### config.mk
export PLATFORM = sky130hd
export DESIGN_NAME = stv_rr_arbiter_flat
export DESIGN_NICKNAME = d
export VERILOG_FILES = /design/src/rtl/stv_rr_arbiter_if.sv /design/src/rtl/stv_rr_arbiter.sv /design/src/flat_wrapper.sv
export SDC_FILE = /design/constraint.sdc
export NUM_CORES = 1
export LEC_CHECK = 0
export ABC_AREA = 1
export CAP_MARGIN = 20
export CORE_MARGIN = 5
export CORE_UTILIZATION = 28
export DETAILED_ROUTE_END_ITERATION = 7
export MAX_ROUTING_LAYER = met4
export PLACE_DENSITY = 0.86
export SLEW_MARGIN = 20
export SYNTH_ARGS = -nofsm -noshare
export SYNTH_HDL_FRONTEND = slang
export SYNTH_SLANG_ARGS = --single-unit
### constraint.sdc
create_clock -name clk -period 1.6 [get_ports clk]
set_input_delay 0.48 -clock clk [delete_from_list [all_inputs] [get_ports clk]]
set_output_delay 0.48 -clock clk [all_outputs]
set_load 0.005 [all_outputs]
### src/rtl/stv_rr_arbiter_if.sv
// -----------------------------------------------------------------------------
// stv_rr_arbiter_if
//
// Purpose : Groups the requester-side and downstream-side handshake of the
//           round-robin arbiter into one bundle.
//
// Signals :
//   req_valid    [NUM_REQ]              per-requester valid
//   req_data     [NUM_REQ][DATA_WIDTH]  per-requester payload, entry i = req i
//   req_ready    [NUM_REQ]              per-requester ready (grant & out_ready)
//   out_valid                           arbitrated output valid
//   out_data     [DATA_WIDTH]           payload of the granted requester
//   out_ready                           downstream ready
//   grant_onehot [NUM_REQ]              one-hot grant, zero when idle
//   grant_idx    [IDX_WIDTH]            binary grant index, zero when idle
//
// Modports: master = arbiter side, slave = requesters/downstream side.
// -----------------------------------------------------------------------------
interface stv_rr_arbiter_if #(
   parameter int unsigned NUM_REQ    = 4,
   parameter int unsigned DATA_WIDTH = 8
);

   localparam int unsigned IDX_WIDTH = (NUM_REQ == 1) ? 1 : $clog2(NUM_REQ);

   logic [NUM_REQ-1:0]                 req_valid;
   logic [NUM_REQ-1:0][DATA_WIDTH-1:0] req_data;
   logic [NUM_REQ-1:0]                 req_ready;
   logic                               out_valid;
   logic [DATA_WIDTH-1:0]              out_data;
   logic                               out_ready;
   logic [NUM_REQ-1:0]                 grant_onehot;
   logic [IDX_WIDTH-1:0]               grant_idx;

   modport master (
      input  req_valid,
      input  req_data,
      input  out_ready,
      output req_ready,
      output out_valid,
      output out_data,
      output grant_onehot,
      output grant_idx
   );

   modport slave (
      output req_valid,
      output req_data,
      output out_ready,
      input  req_ready,
      input  out_valid,
      input  out_data,
      input  grant_onehot,
      input  grant_idx
   );

endinterface

### src/rtl/stv_rr_arbiter.sv
// -----------------------------------------------------------------------------
// stv_rr_arbiter
//
// Purpose : Round-robin arbiter with a valid/ready output. The grant is
//           combinational (zero-cycle latency). Once a grant is offered and
//           downstream stalls, the arbiter locks onto that requester until
//           its transfer completes, so the offered payload never changes
//           under a stalled handshake.
//
// Ports   :
//   clk    in   sole clock, rising edge
//   rst_n  in   asynchronous active-low reset
//   io_bus      stv_rr_arbiter_if.master (see interface header for signals)
//
// Parameters NUM_REQ / DATA_WIDTH must match those of the connected interface.
// -----------------------------------------------------------------------------
module stv_rr_arbiter #(
   parameter int unsigned NUM_REQ    = 4,
   parameter int unsigned DATA_WIDTH = 8
) (
   input  logic              clk,
   input  logic              rst_n,
   stv_rr_arbiter_if.master  io_bus
);

   localparam int unsigned IDX_WIDTH = (NUM_REQ == 1) ? 1 : $clog2(NUM_REQ);

   typedef enum logic {
      StUnlocked,
      StLocked
   } state_e;

   // State
   state_e               r_state;
   logic [IDX_WIDTH-1:0] r_ptr;
   logic [IDX_WIDTH-1:0] r_lidx;

   // Next state
   state_e               w_state_nxt;
   logic [IDX_WIDTH-1:0] w_ptr_nxt;
   logic [IDX_WIDTH-1:0] w_lidx_nxt;

   // Arbitration
   logic [NUM_REQ-1:0]    w_mask_hi;
   logic [NUM_REQ-1:0]    w_req_hi;
   logic [NUM_REQ-1:0]    w_pick_hi;
   logic [NUM_REQ-1:0]    w_pick_lo;
   logic                  w_found_hi;
   logic                  w_found_lo;
   logic [NUM_REQ-1:0]    w_rr_oh;
   logic [NUM_REQ-1:0]    w_lock_oh;
   logic [NUM_REQ-1:0]    w_grant_oh;
   logic [IDX_WIDTH-1:0]  w_grant_idx;
   logic [DATA_WIDTH-1:0] w_out_data;
   logic                  w_out_valid;
   logic                  w_xfer;

   // ---------------------------------------------------------------------------
   // Round-robin pick: requesters at or above ptr take precedence; if none of
   // them is valid, the lowest valid requester below ptr wins. This realises
   // the circular scan ptr, ptr+1, ..., NUM_REQ-1, 0, ..., ptr-1.
   // ---------------------------------------------------------------------------
   always_comb begin
      w_mask_hi = '0;
      for (int unsigned i = 0; i < NUM_REQ; i++) begin
         w_mask_hi[i] = (IDX_WIDTH'(i) >= r_ptr);
      end
   end

   assign w_req_hi = io_bus.req_valid & w_mask_hi;

   always_comb begin
      w_pick_hi  = '0;
      w_pick_lo  = '0;
      w_found_hi = 1'b0;
      w_found_lo = 1'b0;
      for (int unsigned i = 0; i < NUM_REQ; i++) begin
         if (w_req_hi[i] && !w_found_hi) begin
            w_pick_hi[i] = 1'b1;
            w_found_hi   = 1'b1;
         end
         if (io_bus.req_valid[i] && !w_found_lo) begin
            w_pick_lo[i] = 1'b1;
            w_found_lo   = 1'b1;
         end
      end
      w_rr_oh = w_found_hi ? w_pick_hi : w_pick_lo;
   end

   // Locked grant is gated by the locked requester's own valid, so a requester
   // that illegally drops valid mid-lock never produces a phantom transfer.
   always_comb begin
      w_lock_oh = '0;
      for (int unsigned i = 0; i < NUM_REQ; i++) begin
         w_lock_oh[i] = io_bus.req_valid[i] && (IDX_WIDTH'(i) == r_lidx);
      end
   end

   assign w_grant_oh = (r_state == StLocked) ? w_lock_oh : w_rr_oh;

   // One-hot to binary encode and AND-OR payload mux; both collapse to zero
   // when there is no grant.
   always_comb begin
      w_grant_idx = '0;
      w_out_data  = '0;
      for (int unsigned i = 0; i < NUM_REQ; i++) begin
         if (w_grant_oh[i]) begin
            w_grant_idx = w_grant_idx | IDX_WIDTH'(i);
            w_out_data  = w_out_data | io_bus.req_data[i];
         end
      end
   end

   assign w_out_valid = |w_grant_oh;
   assign w_xfer      = w_out_valid & io_bus.out_ready;

   // ---------------------------------------------------------------------------
   // Outputs
   // ---------------------------------------------------------------------------
   assign io_bus.out_valid    = w_out_valid;
   assign io_bus.out_data     = w_out_data;
   assign io_bus.grant_onehot = w_grant_oh;
   assign io_bus.grant_idx    = w_grant_idx;
   assign io_bus.req_ready    = w_grant_oh & {NUM_REQ{io_bus.out_ready}};

   // ---------------------------------------------------------------------------
   // Lock FSM and priority pointer, next-state
   // ---------------------------------------------------------------------------
   always_comb begin
      w_state_nxt = r_state;
      w_lidx_nxt  = r_lidx;
      w_ptr_nxt   = r_ptr;

      unique case (r_state)
         StUnlocked: begin
            if (w_out_valid && !io_bus.out_ready) begin
               w_state_nxt = StLocked;
               w_lidx_nxt  = w_grant_idx;
            end
         end
         StLocked: begin
            // Leave on the locked transfer, or when the locked requester
            // withdrew its valid (no grant is then offered).
            if (!w_out_valid || io_bus.out_ready) begin
               w_state_nxt = StUnlocked;
            end
         end
         default: begin
            w_state_nxt = StUnlocked;
         end
      endcase

      if (w_xfer) begin
         if (w_grant_idx == IDX_WIDTH'(NUM_REQ - 1)) begin
            w_ptr_nxt = '0;
         end else begin
            w_ptr_nxt = w_grant_idx + IDX_WIDTH'(1);
         end
      end
   end

   // ---------------------------------------------------------------------------
   // State registers
   // ---------------------------------------------------------------------------
   always_ff @(posedge clk or negedge rst_n) begin
      if (!rst_n) begin
         r_state <= StUnlocked;
         r_ptr   <= '0;
         r_lidx  <= '0;
      end else begin
         r_state <= w_state_nxt;
         r_ptr   <= w_ptr_nxt;
         r_lidx  <= w_lidx_nxt;
      end
   end

endmodule

### src/flat_wrapper.sv
// flat-port wrapper written by rule: the top's interface ports become plain ports
module stv_rr_arbiter_flat 
#(
   parameter int unsigned NUM_REQ    = 4,
   parameter int unsigned DATA_WIDTH = 8
)
  (clk, rst_n, io_bus_req_valid, io_bus_req_data, io_bus_out_ready, io_bus_req_ready, io_bus_out_valid, io_bus_out_data, io_bus_grant_onehot, io_bus_grant_idx);
  stv_rr_arbiter_if #(.NUM_REQ(NUM_REQ), .DATA_WIDTH(DATA_WIDTH)) io_bus_i ();
  input  logic clk;
  input  logic rst_n;
  input wire logic [$bits(io_bus_i.req_valid)-1:0] io_bus_req_valid;
  input wire logic [$bits(io_bus_i.req_data)-1:0] io_bus_req_data;
  input wire logic [$bits(io_bus_i.out_ready)-1:0] io_bus_out_ready;
  output wire logic [$bits(io_bus_i.req_ready)-1:0] io_bus_req_ready;
  output wire logic [$bits(io_bus_i.out_valid)-1:0] io_bus_out_valid;
  output wire logic [$bits(io_bus_i.out_data)-1:0] io_bus_out_data;
  output wire logic [$bits(io_bus_i.grant_onehot)-1:0] io_bus_grant_onehot;
  output wire logic [$bits(io_bus_i.grant_idx)-1:0] io_bus_grant_idx;
  assign io_bus_i.req_valid = io_bus_req_valid;
  assign io_bus_i.req_data = io_bus_req_data;
  assign io_bus_i.out_ready = io_bus_out_ready;
  assign io_bus_req_ready = io_bus_i.req_ready;
  assign io_bus_out_valid = io_bus_i.out_valid;
  assign io_bus_out_data = io_bus_i.out_data;
  assign io_bus_grant_onehot = io_bus_i.grant_onehot;
  assign io_bus_grant_idx = io_bus_i.grant_idx;
  stv_rr_arbiter #(.NUM_REQ(NUM_REQ), .DATA_WIDTH(DATA_WIDTH)) u_core (.clk(clk), .rst_n(rst_n), .io_bus(io_bus_i));
endmodule
==> reports/metrics.yaml, run 1 <==
status:
  status: "complete, but fails checks"
  violations: "setup timing"
cells_and_area:
  fillCellCount: 113
  final_util_pct: 82.98
  syn2layout_area_growth_pct: 182.1
  antenna-diode-count: 0
  final_nets: 253
  drive_above_1_share_pct: 59.15
clock_network:
  tritoncts: "yes"
  cts-buffers-inserted: 3
  htreeDepth: 1
  clock_path_buffers: 2
  hold_buffers: 0
  cts_root_buffer: "clkbuf_4"
  clkTransAtPathRegs_ns: 0.05
  clk_latency_ns: 0.26
  clock-sinks: 5
sta:
  fin_ws_ns: -0.7814
  skew_ns: 0.001925
  rsz0062_at_grt: "yes"
  worst_pin_slew_ns: 0.3886
  fmax_mhz: 419.9
  finalCriticalPeriod_ns: 2.381
  max_slew_margin_pct: 74.06
  slew_viol_final: 0
  post-route-period-util_pct: 148.8
  holdWs_ns: 0.4501
  finalSetupViolCount: 24
  finalHoldViolCount: 0
synth:
  ys_ff_latch: 5
  synth_edf_count: 0
  ys_seq_area_share_pct: 19.23
  yosys-top-cells-count: "46 x nand2_1, 12 x nand4_1, 9 x inv_1, 6 x nor2_1"
  ys_warn_count: 0
  syn-num-nets: 146
  synth_area_um2: 650.6
  async_reset_ff_share_pct: 100.0
  ys_types: 19
  syn_area_per_cell_um2: 6.081
  synth_top_area_cell: "nand2_1"
  synth_top_area_share_pct: 26.54
  synth.most_common_cell: "nand2_1"
  synthTopCellsByArea: "nand2_1 27%, dfrtp_1 19%, nand4_1 12%"
  synthCells: 107
  synth-main-ff-cell: "dfrtp_1"
drt:
  vias: 1337
  drc: 0
  drt-initial-drc-count: 75
  wl_um: 4674
  antenna_left: 0
  routed_via_density: 5.548
  wl_per_cell_um: 19.39
  dr.pass1.iters: 4
power:
  p_int_uw: 1591
  p_switching_uw: 1456
  powerDensity_nw_per_um2: 1660
  power_uw: 3048
  p_sw_share_pct: 47.79
  pwr-share-comb_pct: 85.4
  clockPowerShare_pct: 5.5
  ir_drop_uv: 1385
  leakage_uw: 0.0008702
  seqPwrFrac_pct: 9.1
grt:
  antenna_found_initial: 0
  grt_max_degree: 6
  grt_pass1_wl_um: 6210
  grt_pass1_vias: 1387
  track_usage_pct: 25.26
  gr-total-overflow: 0
critical_path:
  ff2ff_path_depth: 13
  startpoint_type: "register"
  cp_data_required_time_ns: 1.12
  cp_max_fo: 5
  r2r_slack_ns: -0.31
  cp-end-kind: "output port"
  crit_chain: "nor2_2 -> nand2_2 -> a21oi_2 -> nand2_2 -> nand2_4 -> clkinvlp_4 -> buf_6 -> nand2_2 -> nand4_1 -> buf_2"
  cpMaxStageDelayCell: "dfrtp_2"
  crit_path_frequent_cell: "nand2_2"
  cp_slowest_stage_delay_ns: 0.44
  crit_arrival_ns: 1.90
  criticalPathCategory: "reg -> out"
hold_path:
  hp-class: "in -> async"
floorplanning:
  pin_count: 58
  num_rows: 17
  die_x_um: 58.21
  initial_utilization_pct: 29.41
  coreArea_um2: 2212
  die_y_um: 58.21
  die_area_um2: 3388
run:
  cap_violations: 0
placement:
  place_congestion: 0.8583
  dpl.hpwl_um: 2170
  io_buffers: 57
## kinds of logic (layout without fill, tap and decap cells)
logic type,Yosys count,after routing,share of synthesized area (%)
AOI/OAI and AO/OA,7,7,5.960
DFF,5,5,19.23
and+or+nand+nor,82,84,66.73
buffers and inverters,13,117,8.077
## critical path, delay by kind of cell (launching register included)
| family | cells | cell delay, ns |
|---|---|---|
| buffers and inverters | 3 | 0.47 |
| AND/OR/NAND/NOR | 6 | 0.58 |
| AO/OA/AOI/OAI | 1 | 0.15 |
| flip-flops | 1 | 0.44 |
## cell usage in the layout (no fill, tap or decap), drive strengths merged
| cell | netlist | final |
|---|---|---|
| buf | 1 | 62 |
| nand2 | 55 | 57 |
| clkdlybuf4s50 | 0 | 34 |
| nand4 | 13 | 13 |
| inv | 11 | 11 |
| nor2 | 7 | 7 |
| nand3 | 6 | 6 |
| dfrtp | 5 | 5 |
| clkbuf | 0 | 4 |
| o21ai | 4 | 4 |
| a21oi | 3 | 3 |
| clkdlybuf4s15 | 0 | 3 |
| nor3 | 1 | 1 |
| clkinv | 1 | 1 |
| clkinvlp | 0 | 1 |
| dlygate4sd2 | 0 | 1 |
## stage by stage
stage / setup WS, ns / TNS (ns) / instance area, um2 / instances
finish: -0.7814 / -13.09 / 1836 / 241
global route: -0.7903 / -14.35 / 1836 / 241
CTS: -0.6368 / -10.66 / 1698 / 236
detailed placement: -1.203 / -23.93 / 1388 / 208
global placement: -1.166 / -23.07 / 1388 / 208
floorplan: -0.03440 / -0.2752 / 665.6 / 107
## flip-flops by register name (all words and copies together) (netlist names)
register,count
u_core.r_lidx,2
u_core.r_ptr,2
u_core.r_state,1
## per-layer routing
layer	vias to the layer above	global-route usage (%)	routed length [um]
met5	-	-	0
met3	37	2.450	351
met2	118	45.97	2422
li1	567	-	-
met4	0	15.23	336
met1	615	25.83	1563
## power groups by stage
stage	logic, uW	registers [uW]	clock network, uW
floorplan	764	225	0
global placement	1640	235	0
detailed placement	1660	239	0
CTS	2160	249	152
global route	2740	279	179
finish	2600	276	168
## timing repair
item / in CTS / in global routing
gates resized for setup: 137 / 29
cloned: 3 / 0
pin swaps: 28 / 20
setup endpoints to repair: 24 / 24
setup buffers: 23 / 7
## layout make-up
class	count	area (um2)	share of cell area [%]
repair buffers	100	908.4	49.49
multi-input cells	91	673.1	36.67
clock buffers	4	26.28	1.431
flip-flops and latches	5	127.6	6.953
inverters	12	57.56	3.136
well taps	28	35.03	1.909
repair inverters	1	7.507	0.4090
## path summary, 6_finish.rpt
kind	start	to
worst max-delay path	u_core.r_ptr[0]$_DFFE_PN0P_	io_bus_out_data[7]
worst min-delay path	rst_n	u_core.r_ptr[0]$_DFFE_PN0P_
worst max register to register	u_core.r_ptr[0]$_DFFE_PN0P_	u_core.r_ptr[1]$_DFFE_PN0P_
worst min register to register	u_core.r_lidx[1]$_DFFE_PN0P_	u_core.r_lidx[1]$_DFFE_PN0P_
max in group asynchronous	rst_n	u_core.r_ptr[1]$_DFFE_PN0P_
min in group clk	u_core.r_lidx[1]$_DFFE_PN0P_	u_core.r_lidx[1]$_DFFE_PN0P_
(Power assumes the default switching activity.)
==> run 2, diff against run 1 <==
--- a/config.mk
+++ b/config.mk
@@ -7,7 +7,8 @@
 export LEC_CHECK = 0
 export ABC_AREA = 1
 export CAP_MARGIN = 20
-export CORE_MARGIN = 5
+export CORE_ASPECT_RATIO = 1.2
+export CORE_MARGIN = 4
 export CORE_UTILIZATION = 28
 export DETAILED_ROUTE_END_ITERATION = 7
 export MAX_ROUTING_LAYER = met4
==> reports/metrics.yaml, run 2 (synthesis gave the netlist of run 1 again) <==
status:
  status: "complete, but fails checks"
  violations: "setup timing"
hold_path:
  hp-class: "in -> async"
cells_and_area:
  final_cells: 244
  final_common_cell: "nand2_1"
  final_nets: 254
  drive_above_1_share_pct: 53.74
  antenna-diode-count: 0
  layout_common_cells: "35 x nand2_1, 34 x clkdlybuf4s50_1, 30 x buf_4, 20 x buf_6"
  syn2layout_area_growth_pct: 169.8
  reg_top3: "u_core.r_lidx: 2 flops, u_core.r_ptr: 2 flops, u_core.r_state: 1 flops"
grt:
  gr-total-overflow: 0
  grt_pass1_vias: 1233
  grt_max_degree: 7
  antenna_found_initial: 0
  track_usage_pct: 24.44
  grt_pass1_wl_um: 5520
sta:
  post-route-period-util_pct: 144.0
  finalCriticalPeriod_ns: 2.305
  finalSetupViolCount: 23
  finalHoldViolCount: 0
  skew_ns: 0.005299
  max_slew_margin_pct: 79.48
  fin_ws_ns: -0.7047
  worst_pin_slew_ns: 0.3075
  rsz0062_at_grt: "yes"
  slew_viol_final: 0
  fmax_mhz: 433.9
placement:
  dpl.hpwl_um: 2380
  place_inst: 213
  io_buffers: 57
  place_congestion: 0.8520
clock_network:
  cts_root_buffer: "clkbuf_4"
  clock_path_buffers: 2
  clk_latency_ns: 0.24
  clock-sinks: 5
  clkTransAtPathRegs_ns: 0.05
  cts-buffers-inserted: 3
  htreeDepth: 1
  tritoncts: "yes"
power:
  ir_drop_uv: 876.1
  p_int_uw: 1574
  powerDensity_nw_per_um2: 1660
  p_sw_share_pct: 46.00
  seqPwrFrac_pct: 8.8
  leakage_uw: 0.0008466
  power_uw: 2915
  clockPowerShare_pct: 5.1
  pwr-share-comb_pct: 86.1
  p_switching_uw: 1341
critical_path:
  r2r_end: "u_core.r_lidx[1]$_DFFE_PN0P_"
  startpoint_type: "register"
  r2r_slack_ns: -0.20
  cp-end-kind: "output port"
  cp_max_fo: 5
  ff2ff_path_depth: 12
  r2r_start: "u_core.r_ptr[0]$_DFFE_PN0P_"
  criticalPathCategory: "reg -> out"
  crit_arrival_ns: 1.82
  cp_data_required_time_ns: 1.12
run:
  cap_violations: 0
floorplanning:
  pin_count: 58
  die_y_um: 60.81
  die_area_um2: 3162
  coreArea_um2: 2140
  initial_utilization_pct: 30.41
  num_rows: 18
  die_x_um: 52.01
drt:
  wl_per_cell_um: 17.63
  vias: 1223
  antenna_left: 0
  dr.pass1.iters: 4
  drc: 0
  drt-initial-drc-count: 36
  wl_um: 4301
  routed_via_density: 5.012
run 2: cell count changes in the layout (fill, tap and decap cells not counted), sizes merged:
cell / before / now
clkbuf: 4 / 5
run 2: per-stage QoR:
| step | setup TNS, ns | setup slack, ns | cell area [um2] | utilization (%) | hold slack, ns |
|---|---|---|---|---|---|
| 2_1_floorplan | -0.2752 | -0.03440 | 665.6 | - | 0.1844 |
| 3_3_place_gp | -22.99 | -1.158 | 1413 | 66.02 | 0.5767 |
| 3_5_place_dp | -23.78 | -1.227 | 1413 | 66.02 | 0.5860 |
| 4_1_cts | -10.36 | -0.6391 | 1617 | 75.56 | 0.4509 |
| 5_1_grt | -13.46 | -0.7841 | 1755 | 82.05 | 0.4771 |
| 6_report | -11.77 | -0.7047 | 1755 | 82.05 | 0.4497 |
run 2: cell type report:
cell class | count | area [um2]
repair inverters | 1 | 7.507
fillers | 111 | 384.1
flip-flops and latches | 5 | 126.4
inverters | 12 | 60.06
well taps | 30 | 37.54
clock buffers | 4 | 26.28
multi-input cells | 91 | 600.6
repair buffers | 101 | 897.1
run 2: power groups by stage:
stage               Combinational [uW]  Sequential (uW)  Clock, uW
floorplan                          764              225          0
detailed placement                1730              240          0
finish                            2510              257        149
global route                      2650              264        153
CTS                               2070              243        152
global placement                  1690              238          0
run 2: how the worst max path moves through the flow:
stage / from / end / slack [ns] / cells after the start
after floorplan: io_bus_req_valid[2] / io_bus_out_data[0] / -0.03 / 8
after global placement: io_bus_req_valid[2] / io_bus_req_ready[2] / -1.16 / 9
after detailed placement: io_bus_req_valid[2] / io_bus_grant_idx[1] / -1.23 / 9
after CTS: u_core.r_ptr[1]$_DFFE_PN0P_ / io_bus_out_data[5] / -0.64 / 10
after global routing: u_core.r_ptr[0]$_DFFE_PN0P_ / io_bus_out_data[5] / -0.78 / 10
final: u_core.r_ptr[0]$_DFFE_PN0P_ / io_bus_out_data[4] / -0.70 / 10
run 2: critical path: stages, from the launching register on:
cell and delay (ns):
dfrtp_1 0.42, nor2_2 0.15, nand2_2 0.11, a21oi_2 0.15, nand2_2 0.07, nand2_4 0.11
clkinvlp_4 0.12, buf_6 0.14, nand2_2 0.05, nand4_1 0.10, buf_2 0.15
run 2: repair_timing:
action | in CTS | in global routing
hold endpoints to repair | 0 | 0
gates resized for setup | 108 | 33
endpoints found under the setup margin | 24 | 23
cloned | 3 | 0
pin swaps | 20 | 13
setup buffers | 15 | 13
hold buffers | 0 | 0
run 2: routing by layer:
layer | track usage (%) | part of all wire [%] | vias up
met5 | - | 0 | -
met4 | 10.49 | 2.8 | 0
met3 | 2.703 | 6.2 | 14
met2 | 45.96 | 56 | 65
met1 | 25.30 | 35 | 574
li1 | - | - | 570
